File: src/rtl/alu_req_arbiter.sv
// Two-port round-robin front end for a shared ALU.
// Filters unsupported opcodes, issues one op at a time, returns results.
module alu_req_arbiter #(
  parameter int DATA_W = 8
) (
  input  logic              clk,
  input  logic              rst_n,

  input  logic              req0_valid,
  output logic              req0_ready,
  input  logic [1:0]        req0_mode,
  input  logic [2:0]        req0_op,
  input  logic [DATA_W-1:0] req0_a,
  input  logic [DATA_W-1:0] req0_b,

  input  logic              req1_valid,
  output logic              req1_ready,
  input  logic [1:0]        req1_mode,
  input  logic [2:0]        req1_op,
  input  logic [DATA_W-1:0] req1_a,
  input  logic [DATA_W-1:0] req1_b,

  output logic              rsp0_valid,
  input  logic              rsp0_ready,
  output logic [DATA_W-1:0] rsp0_data,
  output logic              rsp0_err,

  output logic              rsp1_valid,
  input  logic              rsp1_ready,
  output logic [DATA_W-1:0] rsp1_data,
  output logic              rsp1_err,

  output logic              alu_en,
  output logic              alu_a_en,
  output logic              alu_b_en,
  output logic [2:0]        alu_a_op,
  output logic [1:0]        alu_b_op,
  output logic [DATA_W-1:0] alu_a,
  output logic [DATA_W-1:0] alu_b,
  input  logic [DATA_W-1:0] alu_c
);

  typedef enum logic [1:0] {
    S_IDLE,
    S_ISSUE,
    S_CAPTURE,
    S_RESP
  } state_t;

  state_t r_state;
  state_t w_next;

  logic              r_last;
  logic              r_gid;
  logic [1:0]        r_mode;
  logic [2:0]        r_op;
  logic [DATA_W-1:0] r_a;
  logic [DATA_W-1:0] r_b;
  logic [DATA_W-1:0] r_data;
  logic              r_err;

  logic              w_any;
  logic              w_gnt;
  logic              w_hs;
  logic              w_legal;
  logic              w_rsp_hs;
  logic              w_issue;
  logic              w_resp;
  logic [1:0]        w_mode;
  logic [2:0]        w_op;
  logic [DATA_W-1:0] w_a;
  logic [DATA_W-1:0] w_b;

  // On a tie the requester that did not win last time goes next.
  always_comb begin
    w_any = req0_valid | req1_valid;
    w_gnt = 1'b0;
    if (req0_valid && req1_valid) begin
      w_gnt = ~r_last;
    end else if (req1_valid) begin
      w_gnt = 1'b1;
    end
    w_mode = w_gnt ? req1_mode : req0_mode;
    w_op   = w_gnt ? req1_op   : req0_op;
    w_a    = w_gnt ? req1_a    : req0_a;
    w_b    = w_gnt ? req1_b    : req0_b;
  end

  always_comb begin
    w_hs       = (r_state == S_IDLE) && w_any;
    req0_ready = w_hs && !w_gnt;
    req1_ready = w_hs &&  w_gnt;
  end

  always_comb begin
    w_legal = 1'b0;
    case (w_mode)
      2'b01:   w_legal = (w_op != 3'd7);
      2'b10:   w_legal = (w_op <= 3'd2);
      2'b11:   w_legal = !w_op[2];
      default: w_legal = 1'b0;
    endcase
  end

  always_comb begin
    w_rsp_hs = (r_state == S_RESP)
             && (r_gid ? rsp1_ready : rsp0_ready);
  end

  always_comb begin
    w_next = r_state;
    unique case (r_state)
      S_IDLE: begin
        if (w_hs) begin
          w_next = w_legal ? S_ISSUE : S_RESP;
        end
      end
      S_ISSUE:   w_next = S_CAPTURE;
      S_CAPTURE: w_next = S_RESP;
      S_RESP: begin
        if (w_rsp_hs) begin
          w_next = S_IDLE;
        end
      end
      default:   w_next = S_IDLE;
    endcase
  end

  always_ff @(posedge clk) begin
    if (!rst_n) begin
      r_state <= S_IDLE;
    end else begin
      r_state <= w_next;
    end
  end

  always_ff @(posedge clk) begin
    if (!rst_n) begin
      r_last <= 1'b1;
      r_gid  <= 1'b0;
      r_mode <= '0;
      r_op   <= '0;
      r_a    <= '0;
      r_b    <= '0;
      r_data <= '0;
      r_err  <= 1'b0;
    end else begin
      if (w_hs) begin
        r_gid  <= w_gnt;
        r_last <= w_gnt;
        r_mode <= w_mode;
        r_op   <= w_op;
        r_a    <= w_a;
        r_b    <= w_b;
        r_data <= '0;
        r_err  <= !w_legal;
      end
      if (r_state == S_CAPTURE) begin
        r_data <= alu_c;
        r_err  <= 1'b0;
      end
    end
  end

  // ALU lines are quiet except for the single issue cycle.
  always_comb begin
    w_issue  = (r_state == S_ISSUE);
    alu_en   = w_issue;
    alu_a_en = w_issue && r_mode[0];
    alu_b_en = w_issue && r_mode[1];
    alu_a_op = alu_a_en ? r_op : '0;
    alu_b_op = alu_b_en ? r_op[1:0] : '0;
    alu_a    = w_issue ? r_a : '0;
    alu_b    = w_issue ? r_b : '0;
  end

  always_comb begin
    w_resp     = (r_state == S_RESP);
    rsp0_valid = w_resp && !r_gid;
    rsp1_valid = w_resp &&  r_gid;
    rsp0_data  = rsp0_valid ? r_data : '0;
    rsp1_data  = rsp1_valid ? r_data : '0;
    rsp0_err   = rsp0_valid && r_err;
    rsp1_err   = rsp1_valid && r_err;
  end

endmodule

File: config.mk
export PLATFORM = sky130hd
export DESIGN_NAME = alu_req_arbiter
export DESIGN_NICKNAME = d
export VERILOG_FILES = /design/src/rtl/alu_req_arbiter.sv
export SDC_FILE = /design/constraint.sdc
export NUM_CORES = 1
export LEC_CHECK = 0
export BUFFER_PORTS_ARGS = -buffer_cell sky130_fd_sc_hd__buf_2
export CORE_MARGIN = 2
export CORE_UTILIZATION = 41
export CTS_BUF_LIST = sky130_fd_sc_hd__clkbuf_16
export DETAILED_ROUTE_END_ITERATION = 10
export PLACE_DENSITY = 0.81
export REMOVE_ABC_BUFFERS = 1
export SLEW_MARGIN = 10
export SYNTH_ARGS = -nofsm -noshare
export SYNTH_HDL_FRONTEND = slang
export SYNTH_SLANG_ARGS = --single-unit
export TNS_END_PERCENT = 10
File: constraint.sdc
create_clock -name clk -period 1.5 [get_ports clk]
set_clock_uncertainty 0.05 [all_clocks]
set_input_delay 0.225 -clock clk [delete_from_list [all_inputs] [get_ports clk]]
set_output_delay 0.225 -clock clk [all_outputs]
set_load 0.02 [all_outputs]
==> impl_results.md <==
- Final WL: 5570 um
- Seq/Total Area, Yosys: 35.2%
- Core ar.: 4440 um2
- Wire per inst: 13.9 um
- Max cap viols: 0
- Average size of a mapped cell: 8.17 um2
- Worst Hold Class: in2reg
- CP Launch Type: register
- Final Critical Period: 1.60 ns
- RSZ-0062 raised after global routing: true
- Synth Flop Type: dfxtp_1
- Hold Fails Final Rpt: 0
- CTS H-tree lvls: 2
- Leakage: 1.50 nW
- Setup TNS: -2.86 ns
- Post-Syn Area: 1940 um2
- Std-Cell Rows: 24
- Vias in the first global route: 1,881
- Setup ws final: -0.0989 ns
- Layout cells sized above 1: 47.3%
- Tcrit/Tclk final: 107%
- Number of synthesized flops with an enable pin: 0
- Area Overhead vs Synth: 61.5%
- Initial antenna violation count: 0
- Synth Register Bits: 34
- IO buf count: 101
- Dpl hpwl: 3730 um
- CTS tree: yes
- Cell Chain, Critical Path: inv_4 -> ha_4 -> buf_8 -> and2_1 -> buf_2
- Hold_buf cts: 0
- Crit path max-delay cell type: dfxtp_4
- Cell count after placement: 389
- N_diodes: 0
- Drt first pass iters: 4
- Peak supply drop: 1150 uV
- Slew @ Worst Pin: 0.576 ns
- Fillers: 345
- Die Span Y: 72.7 um
- Gpl congestion: 0.763
- Largest fanout on the critical path: 14
- CTS sink count: 34
- Post-DR vias/cell: 5.27
- WP data arrival: 1.32 ns
- Boundary pin count: 102
- Ys Warns: 0
- Finish-stage setup viols: 44
- Post-Syn Instances: 237
- WS Path Type: reg2out
- Max clock buf depth: 2
- Status: finished, violations left
- Fin area: 3130 um2
- Violated checks: negative setup slack
- Via count: 2,114
- Initial Utilization: 43.6%
- CTS root buffer: clkbuf_16
- Rel. slew slack: 61.6%
- Slew Limit Fails: 0
- Die Wd: 72.7 um
- Post-DP Area: 2570 um2
- Fin cells: 401
- Clock-pin slew on the worst setup and hold paths: 0.06 ns
- Largest net degree at the start of global routing: 22
- Drt drc: 0
- Worst skew pair latency: 0.27 ns
- Starting DRC count in detailed routing: 88
- Fmax: 625 MHz
- First-pass GRT wire length: 8430 um
- Nets: 408
- Overflow after GRT: 0
- CP Capture Type: output pin
- CTS buffer count: 5
- Final ANT Viol Nets: 0
- Req. time, crit path: 1.22 ns
- Power per cell area: 1530 nW/um2
- Worst path max stage delay: 0.38 ns
- Die area: 5290 um2
- Post-synthesis async set-or-reset flop share: 0%
- Overall Global Routing Usage: 19.9%
- Synth cell types: 37
## cells by family (layout without fill, tap and decap cells)
family | Yosys count | in the layout | share of synthesized area, %
buffers and inverters | 25 | 136 | 5.62
flip-flops | 34 | 34 | 35.2
adder cells (fa/ha/maj) | 4 | 4 | 2.59
multiplexers | 6 | 6 | 3.17
AO/OA/AOI/OAI | 60 | 60 | 24.2
AND/OR/NAND/NOR | 108 | 109 | 29.2
## layout by cell type (no fill, tap or decap), types with 2 or more instances in the layout
cell type and count:
nor2_4 3, ha_4 3, and3_4 6, buf_12 2, dfxtp_4 3, a32oi_2 3, nand3_1 2, nand2_1 42
o211a_1 5, nor2_1 5, inv_4 3, dfxtp_1 30, and3_1 8, buf_6 29, and2_4 7, a21boi_1 10
a32oi_1 13, o21ai_1 3, a21boi_0 7, mux2i_1 4, and2_1 29, clkbuf_16 5, clkinv_2 2, buf_4 19
o21ai_0 7, a21oi_1 2, o31ai_1 2, buf_2 71, inv_1 3
## critical path, delay by kind of cell, from the launching register on
kind	cells	cell delay (ns)
fa+ha+maj	1	0.17
buf+inv	3	0.34
simple gates	1	0.16
flops	1	0.38
## power breakdown
part / switching, mW / internal (mW) / total (mW)
Clock: 0.363 / 0.776 / 1.14
Sequential: 0.220 / 1.19 / 1.41
Combinational: 1.19 / 1.04 / 2.24
## cells in the mapped netlist (all sizes together) (2+ instances only)
library cell	number	share of area [%]
dfxtp	34	35
clkbuf	14	2.7
a21boi	18	7.2
o21ai	11	3.0
and2	36	12
a21oi	2	0.52
mux2i	5	2.6
ha	4	2.6
nand2	43	8.3
nand3	2	0.52
inv	6	1.2
a32oi	16	7.2
and3	14	4.5
o211a	5	2.6
o31ai	2	0.78
nor2	7	1.7
buf	5	1.7
## through the flow
stage	utilization, %	total power, mW	setup slack, ns	hold slack (ns)
2_1_floorplan	-	2.37	-0.548	0.247
3_3_place_gp	57.8	3.08	-0.0688	0.384
3_5_place_dp	57.8	3.13	-0.109	0.389
4_1_cts	64.3	4.51	-0.117	0.190
5_1_grt	70.4	5.08	-0.129	0.197
6_report	70.4	4.78	-0.0989	0.171
## area by class of cell
cell class,instances,area [um2],share of cell area (%)
clock buffer,5,125,4.00
clock inverter,3,40.0,1.28
inverter,6,30.0,0.960
multi-input combinational,179,1290,41.4
sequential,34,693,22.2
tap,52,65.1,2.08
timing repair buffer,122,880,28.1
## flip-flops by register name (all words and copies together) (netlist names)
register  flops
r_state       2
r_err         1
r_last        1
r_b           8
r_gid         1
r_op          3
r_data        8
r_a           8
r_mode        2
## repair_timing
item                       4_1_cts  5_1_grt
setup endpoints to repair       65       67
buffers inserted                 1        2
pin swaps                        2       13
gates cloned                     1        0
gates resized for setup         36       75
## per-layer routing
metal | wire, um | vias up | track usage, % | part of all wire [%]
li1 | - | 1056 | - | -
met1 | 2340 | 971 | 24.4 | 42
met2 | 2860 | 81 | 34.9 | 51
met3 | 312 | 6 | 4.01 | 5.6
met4 | 54 | 0 | 6.17 | 0.97
met5 | 0 | - | 0 | 0
## path summary, 6_finish.rpt
check                           from                      end  slack, ns  depth (start not counted)
max reg2reg      r_last$_SDFFE_PN1P_  r_state[1]$_SDFFE_PN0P_       0.01                          5
max          r_state[1]$_SDFFE_PN0P_                 alu_a[5]       -0.1                          5
min reg2reg      r_b[2]$_SDFFE_PN0P_      r_b[2]$_SDFFE_PN0P_       0.39                          2
min                        req0_b[6]      r_b[6]$_SDFFE_PN0P_       0.17                          3
(Power assumes the default switching activity.)
